`config.mk`:
```
export PLATFORM = sky130hd
export DESIGN_NAME = shapool_result_collector_flat
export DESIGN_NICKNAME = d
export VERILOG_FILES = /design/src/rtl/shapool_result_collector_if.sv /design/src/rtl/shapool_result_collector.sv /design/src/flat_wrapper.sv
export SDC_FILE = /design/constraint.sdc
export NUM_CORES = 1
export LEC_CHECK = 0
export ABC_AREA = 1
export CAP_MARGIN = 20
export CORE_MARGIN = 10
export CORE_UTILIZATION = 55
export CTS_CLUSTER_SIZE = 8
export DETAILED_ROUTE_END_ITERATION = 10
export DONT_BUFFER_PORTS = 1
export GPL_TIMING_DRIVEN = 0
export PLACE_DENSITY = 0.79
export SLEW_MARGIN = 20
export SYNTH_ARGS = -nofsm -noshare
export SYNTH_HDL_FRONTEND = slang
export SYNTH_SLANG_ARGS = --single-unit
```
`constraint.sdc`:
```
create_clock -name clk_in -period 1.94 [get_ports clk_in]
set_input_delay 0.388 -clock clk_in [delete_from_list [all_inputs] [get_ports clk_in]]
set_output_delay 0.388 -clock clk_in [all_outputs]
set_load 0.01 [all_outputs]
```
`src/rtl/shapool_result_collector_if.sv`:
```
// Core-side and daisy-chain signals of the shapool result collector.
// The collector connects through the slave modport; the driver of its inputs uses master.
interface shapool_result_collector_if #(
  parameter int POOL_SIZE   = 4,
  parameter int NONCE_WIDTH = 32
);
  logic                              start_in;
  logic [POOL_SIZE-1:0]              core_success_in;
  logic [POOL_SIZE*NONCE_WIDTH-1:0]  core_nonce_in;
  logic                              halt_out;
  logic                              ready_n_out;
  logic                              ready_oe_out;
  logic                              cs_n_in;
  logic                              sck_rise_in;
  logic                              sdi_in;
  logic                              sdo_out;
  logic                              status_led_n_out;

  modport master (
    output start_in, core_success_in, core_nonce_in, cs_n_in, sck_rise_in, sdi_in,
    input  halt_out, ready_n_out, ready_oe_out, sdo_out, status_led_n_out
  );

  modport slave (
    input  start_in, core_success_in, core_nonce_in, cs_n_in, sck_rise_in, sdi_in,
    output halt_out, ready_n_out, ready_oe_out, sdo_out, status_led_n_out
  );
endinterface

```
`src/rtl/shapool_result_collector.sv`:
```
// Arms the hashing pool, latches the lowest-index winner and shifts it out on the daisy chain.
// Optional run timeout: define SHAPOOL_TIMEOUT_EN.
module shapool_result_collector #(
  parameter int POOL_SIZE      = 4,
  parameter int POOL_SIZE_LOG2 = 2,
  parameter int NONCE_WIDTH    = 32,
  parameter int LED_DIV_LOG2   = 22,
  parameter int TIMEOUT_LOG2   = 32
) (
  input  logic                     clk_in,
  input  logic                     reset_in,
  shapool_result_collector_if.slave bus
);
  localparam int W = 1 + POOL_SIZE_LOG2 + NONCE_WIDTH;

  typedef enum logic [1:0] {IDLE, RUN, DONE} state_t;

  state_t                    state;
  logic                      found;
  logic [POOL_SIZE_LOG2-1:0] win_idx;
  logic [NONCE_WIDTH-1:0]    win_nonce;
  logic                      halt;
  logic                      ready_oe;
  logic                      led_n;
  logic [LED_DIV_LOG2-1:0]   led_cnt;
  logic [W-1:0]              shreg;
  logic                      cs_n_q;

  logic                      hit;
  logic [POOL_SIZE_LOG2-1:0] hit_idx;
  logic [NONCE_WIDTH-1:0]    hit_nonce;
  logic                      tmo_hit;

  // Descending scan so the lowest set index is the one left standing.
  always_comb begin
    hit       = |bus.core_success_in;
    hit_idx   = '0;
    hit_nonce = '0;
    for (int i = POOL_SIZE - 1; i >= 0; i--) begin
      if (bus.core_success_in[i]) begin
        hit_idx   = POOL_SIZE_LOG2'(i);
        hit_nonce = bus.core_nonce_in[i*NONCE_WIDTH +: NONCE_WIDTH];
      end
    end
  end

`ifdef SHAPOOL_TIMEOUT_EN
  logic [TIMEOUT_LOG2-1:0] tmo_cnt;

  always_ff @(posedge clk_in) begin
    if (reset_in || state != RUN || bus.start_in) tmo_cnt <= '0;
    else                                          tmo_cnt <= tmo_cnt + TIMEOUT_LOG2'(1);
  end

  assign tmo_hit = (tmo_cnt + TIMEOUT_LOG2'(1)) == {TIMEOUT_LOG2{1'b1}};
`else
  assign tmo_hit = 1'b0;
  if (TIMEOUT_LOG2 > 0) begin : g_no_timeout
  end
`endif

  always_ff @(posedge clk_in) begin
    if (reset_in) begin
      state     <= IDLE;
      found     <= 1'b0;
      win_idx   <= '0;
      win_nonce <= '0;
      halt      <= 1'b1;
      ready_oe  <= 1'b0;
      led_n     <= 1'b1;
    end else begin
      case (state)
        IDLE: begin
          halt     <= 1'b1;
          ready_oe <= 1'b0;
          led_n    <= 1'b1;
          if (bus.start_in) begin
            state     <= RUN;
            found     <= 1'b0;
            win_idx   <= '0;
            win_nonce <= '0;
            halt      <= 1'b0;
            led_n     <= led_cnt[LED_DIV_LOG2-1];
          end
        end
        RUN: begin
          led_n <= led_cnt[LED_DIV_LOG2-1];
          // A restart discards any success seen in the same cycle.
          if (bus.start_in) begin
            found     <= 1'b0;
            win_idx   <= '0;
            win_nonce <= '0;
          end else if (hit || tmo_hit) begin
            state    <= DONE;
            halt     <= 1'b1;
            ready_oe <= 1'b1;
            led_n    <= 1'b0;
            if (hit) begin
              found     <= 1'b1;
              win_idx   <= hit_idx;
              win_nonce <= hit_nonce;
            end
          end
        end
        DONE: begin
          if (bus.start_in) begin
            state     <= RUN;
            found     <= 1'b0;
            win_idx   <= '0;
            win_nonce <= '0;
            halt      <= 1'b0;
            ready_oe  <= 1'b0;
            led_n     <= led_cnt[LED_DIV_LOG2-1];
          end
        end
        default: state <= IDLE;
      endcase
    end
  end

  always_ff @(posedge clk_in) begin
    if (reset_in) led_cnt <= '0;
    else          led_cnt <= led_cnt + LED_DIV_LOG2'(1);
  end

  // Frame loads from the registered capture, so a same-cycle capture waits for the next load.
  always_ff @(posedge clk_in) begin
    if (reset_in) begin
      shreg  <= '0;
      cs_n_q <= 1'b1;
    end else begin
      cs_n_q <= bus.cs_n_in;
      if (cs_n_q && !bus.cs_n_in)
        shreg <= {found, win_idx, win_nonce};
      else if (!bus.cs_n_in && bus.sck_rise_in)
        shreg <= {shreg[W-2:0], bus.sdi_in};
    end
  end

  assign bus.halt_out         = halt;
  assign bus.ready_oe_out     = ready_oe;
  assign bus.ready_n_out      = 1'b0;
  assign bus.sdo_out          = shreg[W-1];
  assign bus.status_led_n_out = led_n;
endmodule
```
`src/flat_wrapper.sv`:
```
// flat-port wrapper written by rule: the top's interface ports become plain ports
module shapool_result_collector_flat 
#(
  parameter int POOL_SIZE      = 4,
  parameter int POOL_SIZE_LOG2 = 2,
  parameter int NONCE_WIDTH    = 32,
  parameter int LED_DIV_LOG2   = 22,
  parameter int TIMEOUT_LOG2   = 32
)
  (clk_in, reset_in, bus_start_in, bus_core_success_in, bus_core_nonce_in, bus_cs_n_in, bus_sck_rise_in, bus_sdi_in, bus_halt_out, bus_ready_n_out, bus_ready_oe_out, bus_sdo_out, bus_status_led_n_out);
  shapool_result_collector_if #(.POOL_SIZE(POOL_SIZE), .NONCE_WIDTH(NONCE_WIDTH)) bus_i ();
  input  logic clk_in;
  input  logic reset_in;
  input wire logic [$bits(bus_i.start_in)-1:0] bus_start_in;
  input wire logic [$bits(bus_i.core_success_in)-1:0] bus_core_success_in;
  input wire logic [$bits(bus_i.core_nonce_in)-1:0] bus_core_nonce_in;
  input wire logic [$bits(bus_i.cs_n_in)-1:0] bus_cs_n_in;
  input wire logic [$bits(bus_i.sck_rise_in)-1:0] bus_sck_rise_in;
  input wire logic [$bits(bus_i.sdi_in)-1:0] bus_sdi_in;
  output wire logic [$bits(bus_i.halt_out)-1:0] bus_halt_out;
  output wire logic [$bits(bus_i.ready_n_out)-1:0] bus_ready_n_out;
  output wire logic [$bits(bus_i.ready_oe_out)-1:0] bus_ready_oe_out;
  output wire logic [$bits(bus_i.sdo_out)-1:0] bus_sdo_out;
  output wire logic [$bits(bus_i.status_led_n_out)-1:0] bus_status_led_n_out;
  assign bus_i.start_in = bus_start_in;
  assign bus_i.core_success_in = bus_core_success_in;
  assign bus_i.core_nonce_in = bus_core_nonce_in;
  assign bus_i.cs_n_in = bus_cs_n_in;
  assign bus_i.sck_rise_in = bus_sck_rise_in;
  assign bus_i.sdi_in = bus_sdi_in;
  assign bus_halt_out = bus_i.halt_out;
  assign bus_ready_n_out = bus_i.ready_n_out;
  assign bus_ready_oe_out = bus_i.ready_oe_out;
  assign bus_sdo_out = bus_i.sdo_out;
  assign bus_status_led_n_out = bus_i.status_led_n_out;
  shapool_result_collector #(.POOL_SIZE(POOL_SIZE), .POOL_SIZE_LOG2(POOL_SIZE_LOG2), .NONCE_WIDTH(NONCE_WIDTH), .LED_DIV_LOG2(LED_DIV_LOG2), .TIMEOUT_LOG2(TIMEOUT_LOG2)) u_core (.clk_in(clk_in), .reset_in(reset_in), .bus(bus_i));
endmodule
```
==> results of run 1 <==
[what timing repair did]
| action | in CTS | in global routing |
|---|---|---|
| endpoints found under the setup margin | 0 | 33 |
| buffers inserted | 0 | 1 |
| hold buffers | 0 | 0 |
| gates resized for setup | 0 | 5 |
[metrics by stage]
stage	util	power, mW	setup WS, ns	instance area [um2]
after floorplan	-	3.19	0.397	5590
after global placement	0.586	3.38	0.183	5760
after detailed placement	0.586	3.42	0.0799	5760
after CTS	0.607	4.80	0.0386	5960
after global routing	0.617	5.17	0.00706	6060
final	0.617	4.94	0.108	6060
[logic make-up (layout without fill, tap and decap cells)]
family,Yosys count,after routing,synth area share
compound gates,136,136,0.151
simple gates,475,476,0.407
fa+ha+maj,5,5,0.0112
flops,98,98,0.351
xor+xnor,3,3,0.00470
buf+inv,86,103,0.0743
other cells,1,2,0.000671
[cells in the final DEF, fill, tap and decap left out, types with 2 or more instances in the layout]
| cell | Yosys | layout |
|---|---|---|
| o21ai_0 | 10 | 10 |
| nor2_4 | 6 | 8 |
| or2_2 | 5 | 5 |
| buf_2 | 14 | 14 |
| or2_1 | 48 | 48 |
| a21oi_2 | 29 | 29 |
| a31oi_1 | 36 | 36 |
| clkbuf_1 | 25 | 25 |
| clkbuf_8 | 0 | 9 |
| xor2_1 | 2 | 2 |
| bufinv_16 | 0 | 2 |
| inv_2 | 5 | 5 |
| buf_1 | 2 | 2 |
| nand3_2 | 28 | 28 |
| dfxtp_1 | 98 | 96 |
| inv_1 | 31 | 31 |
| nor2_1 | 38 | 38 |
| nand2_1 | 276 | 276 |
| o21ai_1 | 3 | 3 |
| nand2_2 | 2 | 2 |
| clkbuf_16 | 0 | 2 |
| nand4_1 | 5 | 5 |
| nand3_1 | 48 | 48 |
| a21oi_1 | 55 | 55 |
| ha_1 | 5 | 4 |
| buf_12 | 3 | 4 |
| buf_4 | 5 | 5 |
| or2_0 | 7 | 7 |
| nor3_1 | 4 | 4 |
| nor2_2 | 5 | 4 |
| dfxtp_2 | 0 | 2 |
[power groups by stage]
stage	clock network [mW]	registers, mW	logic [mW]
2_1_floorplan	0	2.26	0.926
3_3_place_gp	0	2.29	1.09
3_5_place_dp	0	2.29	1.12
4_1_cts	1.42	2.25	1.13
5_1_grt	1.49	2.27	1.41
6_report	1.41	2.25	1.28
[synth_stat cells]
cell       instances
nor3_1             4
nand2_2            2
buf_4              5
nand3_1           48
inv_2              5
nand3b_1           1
buf_2             14
nor2_4             6
buf_12             3
buf_1              2
nand4_1            5
inv_1             31
o21ai_0           10
a21oi_1           55
ha_1               5
o21ai_1            3
nor2_8             1
o21a_1             1
dfxtp_1           98
nand3_2           28
nor2_2             5
xnor2_1            1
or2_0              7
nor2_1            38
o2111ai_1          1
clkbuf_1          25
conb_1             1
xor2_1             2
or2_2              5
nand2_4            1
a211oi_1           1
nand2_1          276
buf_6              1
a21oi_2           29
a31oi_1           36
or2_1             48
[state kept, by name (all words and copies together), names as in the netlist]
name and flops:
u_core.bus.status_led_n_out 1, u_core.state 2, u_core.win_nonce 32, u_core.bus.ready_oe_out 1
u_core.cs_n_q 1, u_core.led_cnt 22, u_core.shreg 35, u_core.found 1
u_core.bus.halt_out 1, u_core.win_idx 2
[critical path: cells and delay by family (launching register included)]
kind            cells  cell delay, ns
simple gates        6            0.79
fa+ha+maj           1            0.22
buf+inv             2            0.28
flops               1            0.36
compound gates      1            0.11
[per-layer routing]
metal  part of all wire  routed length (um)  up-vias
met5                  0                   0        -
met4              0.021                 322        0
met3              0.074                1140       26
met2               0.48                7370      187
met1               0.42                6480     2327
li1                   -                   -     2643
[path summary, 6_finish.rpt]
kind	from	to	cells after the start
setup reg to reg	u_core.state[0]	u_core.win_nonce[10]	10
setup / recovery	u_core.state[0]	u_core.win_nonce[10]	10
hold / removal	bus_cs_n_in	u_core.cs_n_q	1
hold reg to reg	u_core.led_cnt[0]	u_core.led_cnt[0]	1
[layout make-up]
class,instances,area [um2]
multi-input cells,621,3240
flip-flops and latches,98,1960
diodes,1,2.50
clock inverters,5,81.3
inverters,36,135
plain buffers,50,280
fillers,917,3760
well taps,133,166
clock buffers,9,124
repair buffers,3,70.1
==> flow_metrics.env, run 1 <==
export IMPL_status="finished, final reports clean"
export IMPL_cts_buffer_depth=2
export IMPL_finalNonFillerCells=956
export IMPL_htreeDepth=3
export IMPL_die_x_um=121
export IMPL_clockRootBuffer="clkbuf_8"
export IMPL_synth_seq_cells=98
export IMPL_core_um2=9820
export IMPL_cts_tree="built"
export IMPL_drcViolationCount=0
export IMPL_p_int_mw=3.38
export IMPL_dp_cells=937
export IMPL_vdd_ir_drop_max_v=0.000435
export IMPL_clk_latency_ns=0.37
export IMPL_leakagePower_nw=2.14
export IMPL_yosysTopAreaCell="dfxtp_1"
export IMPL_p_seq_frac=0.456
export IMPL_path_class="flip-flop to flip-flop"
export IMPL_rows=36
export IMPL_min_period_over_period=0.945
export IMPL_route_antenna_remaining_nets=0
export IMPL_ys_seq_area_frac=0.351
export IMPL_port_buffer_count=0
export IMPL_setup_tns_ns=0
export IMPL_cp_start_kind="flip-flop"
export IMPL_setup_viol=0
export IMPL_synth_top_cell_area_share=0.351
export IMPL_cp_end_kind="flip-flop"
export IMPL_r2r_slack_ns=0.11
export IMPL_die_y_um=121
export IMPL_drtPass1Iterations=5
export IMPL_comb_power_share=0.259
export IMPL_die_area_um2=14600
export IMPL_fin_crit_ns=1.83
export IMPL_grt_usage=0.203
export IMPL_worstMarginPinSlew_ns=0.579
export IMPL_grt_pass1_wl_um=24700
export IMPL_grt_setup_unrepaired="false"
export IMPL_syn_instance_count=804
export IMPL_use_met1=0.234
export IMPL_antenna_found_initial=1
export IMPL_cpMostUsedCell="nor2_4"
export IMPL_synth_nets=947
export IMPL_critical_path_cell_chain="inv_1, ha_2, nor2_4, nor2_1, nor2_4, nand2_8, nor2_8, clkbuf_16, nand3_2, a21oi_2"
export IMPL_crit_arrival_ns=2.14
export IMPL_hp_class="input pin to flip-flop"
export IMPL_powerDensity_nw_per_um2=814
export IMPL_drt_iter0_drc=378
export IMPL_grt_overflow_total=0
export IMPL_finalHoldViolCount=0
export IMPL_relSlewSlack=0.614
export IMPL_grt_util_met3=0.0656
export IMPL_routedWlPerCell_um=16.0
export IMPL_syn2layout_area_growth_pct=8.48
export IMPL_grt_max_degree=16
export IMPL_max_freq_mhz=546
export IMPL_syn_avg_cell_area_um2=6.95
export IMPL_start_util=0.569
export IMPL_routed_wl_um=15300
export IMPL_crit_slowest_cell="dfxtp_2"
export IMPL_power_frac_clock=0.285
export IMPL_grt_pass1_vias=5210
export IMPL_top_usage_layer="met2"
export IMPL_met2_usage=0.344
export IMPL_clock_sinks=98
export IMPL_p_sw_mw=1.56
export IMPL_vias=5183
export IMPL_finClkSkew_ns=0.00914
export IMPL_drive_gt1_frac=0.153
export IMPL_hold_worst_slack_ns=0.114
export IMPL_synth_top_cells_by_area="dfxtp_1 (35%), nand2_1 (19%), or2_1 (5.4%)"
export IMPL_hpwl_um=12100
export IMPL_worst_ep_required_time_ns=2.25
export IMPL_ys_warnings_count=0
export IMPL_max_stage_delay_ns=0.36
export IMPL_vias_per_cell=5.42
export IMPL_maxSlewViolCount=0
export IMPL_final_nets=962
export IMPL_switching_share=0.316
export IMPL_gp_congestion=0.963
export IMPL_synth_area_um2=5590
export IMPL_numCtsBuffers=9
export IMPL_clkTransAtPathRegs_ns=0.09
export IMPL_ioPinCount=143
export IMPL_crit_fanout=6
export IMPL_max_cap_viol_count=0
export IMPL_synth_cell_types=36
Note: power is estimated with default switching activity, not from simulation.
==> run 2: changes to the inputs <==
Settings changed: CTS_BUF_LIST from default to sky130_fd_sc_hd__clkbuf_8.
==> results of run 2 <==
The final DEF is identical to that of run 1; final timing and power are the same.
==> run 3: changes to the inputs <==
Settings changed: RECOVER_POWER from default to 25.
==> flow_metrics.env, run 3 (synthesis gave the netlist of run 1 again) <==
export IMPL_core_um2=9820
export IMPL_clockRootBuffer="clkbuf_8"
export IMPL_setup_tns_ns=0
export IMPL_drcViolationCount=0
export IMPL_routed_wl_um=15300
export IMPL_clock_sinks=98
export IMPL_vias_per_cell=5.47
export IMPL_htreeDepth=3
export IMPL_cts_tree="built"
export IMPL_die_area_um2=14600
export IMPL_clk_latency_ns=0.37
export IMPL_port_buffer_count=0
export IMPL_reg_top3="u_core.shreg (35), u_core.win_nonce (32), u_core.led_cnt (22)"
export IMPL_cts_hold_buf=0
export IMPL_grt_pass1_vias=5210
export IMPL_drt_iter0_drc=377
export IMPL_status="finished, final reports clean"
export IMPL_relSlewSlack=0.577
export IMPL_grt_overflow_total=0
export IMPL_layout_commonest_cell="nand2_1"
export IMPL_numCtsBuffers=9
export IMPL_largest_register="u_core.shreg"
export IMPL_leakagePower_nw=2.14
export IMPL_rows=36
export IMPL_syn2layout_area_growth_pct=8.15
export IMPL_die_x_um=121
export IMPL_maxSlewViolCount=0
export IMPL_worstMarginPinSlew_ns=0.632
export IMPL_hpwl_um=12100
export IMPL_max_freq_mhz=546
export IMPL_cts_buffer_depth=2
export IMPL_cp_start_kind="flip-flop"
export IMPL_grt_setup_unrepaired="false"
export IMPL_fin_crit_ns=1.83
export IMPL_route_antenna_remaining_nets=0
export IMPL_hold_worst_slack_ns=0.113
export IMPL_final_nets=962
export IMPL_drtPass1Iterations=5
export IMPL_largest_reg_flops=35
export IMPL_die_y_um=121
export IMPL_start_util=0.569
export IMPL_vias=5225
export IMPL_mostFrequentLayoutCells="nand2_1 (276), dfxtp_1 (96), a21oi_1 (55), or2_1 (48), nand3_1 (48)"
export IMPL_powerDensity_nw_per_um2=816
export IMPL_path_class="flip-flop to flip-flop"
export IMPL_drive_gt1_frac=0.147
export IMPL_routedWlPerCell_um=16.0
export IMPL_grt_usage=0.203
export IMPL_vdd_ir_drop_max_v=0.000433
export IMPL_grt_max_degree=16
export IMPL_crit_fanout=6
export IMPL_finClkSkew_ns=0.0109
export IMPL_clkTransAtPathRegs_ns=0.09
export IMPL_hp_class="input pin to flip-flop"
export IMPL_worst_ep_required_time_ns=2.24
export IMPL_finalHoldViolCount=0
export IMPL_setup_viol=0
export IMPL_grt_pass1_wl_um=24700
export IMPL_cp_end_kind="flip-flop"
export IMPL_min_period_over_period=0.945
export IMPL_antenna_found_initial=1
export IMPL_gp_congestion=0.963
export IMPL_crit_arrival_ns=2.14
export IMPL_ioPinCount=143
export IMPL_max_cap_viol_count=0
run 3: stage by stage:
stage	utilization	instance area [um2]	power (mW)	setup WS (ns)	std cells
3_3_place_gp	0.586	5760	3.38	0.183	937
6_report	0.616	6040	4.93	0.107	956
2_1_floorplan	-	5590	3.19	0.397	804
3_5_place_dp	0.586	5760	3.42	0.0799	937
4_1_cts	0.607	5960	4.80	0.0386	951
5_1_grt	0.616	6040	5.16	0.00706	956
run 3: timing repair:
item / in CTS / in global routing
setup endpoints to repair: 0 / 33
resized for setup: 0 / 5
buffers inserted: 0 / 1
run 3: path summary, 6_finish.rpt:
| path | from | endpoint | slack [ns] | cells past startpoint |
|---|---|---|---|---|
| max | u_core.state[0] | u_core.win_nonce[10] | 0.11 | 10 |
| min | bus_cs_n_in | u_core.cs_n_q | 0.11 | 1 |
| max reg2reg | u_core.state[0] | u_core.win_nonce[10] | 0.11 | 10 |
| min reg2reg | u_core.led_cnt[0] | u_core.led_cnt[0] | 0.46 | 1 |
run 3: per-layer routing:
| layer | routed length, um | track usage | vias to the layer above |
|---|---|---|---|
| met4 | 328 | 0.0792 | 0 |
| li1 | - | - | 2641 |
| met3 | 1280 | 0.0656 | 28 |
| met5 | 0 | 0 | - |
| met2 | 7400 | 0.344 | 211 |
| met1 | 6300 | 0.234 | 2345 |
run 3: power by group:
group	switching, mW	leakage [nW]	internal [mW]
Clock	0.696	0.101	0.712
Combinational	0.762	1.24	0.512
Sequential	0.0990	0.794	2.15
run 3: final cells by class:
cell class,count,area (um2)
Inverter,36,135
Clock buffer,9,124
Tap cell,133,166
Clock inverter,5,81.3
Sequential cell,98,1960
Fill cell,921,3770
Buffer,50,279
Multi-Input combinational cell,621,3220
Antenna cell,1,2.50
Timing Repair Buffer,3,70.1
run 3: worst max-delay path, stage by stage (launching register included):
cell and delay (ns):
dfxtp_2 0.36, inv_1 0.08, ha_2 0.22, nor2_4 0.13, nor2_1 0.08, nor2_4 0.17
nand2_8 0.09, nor2_8 0.25, clkbuf_16 0.20, nand3_2 0.07, a21oi_2 0.11
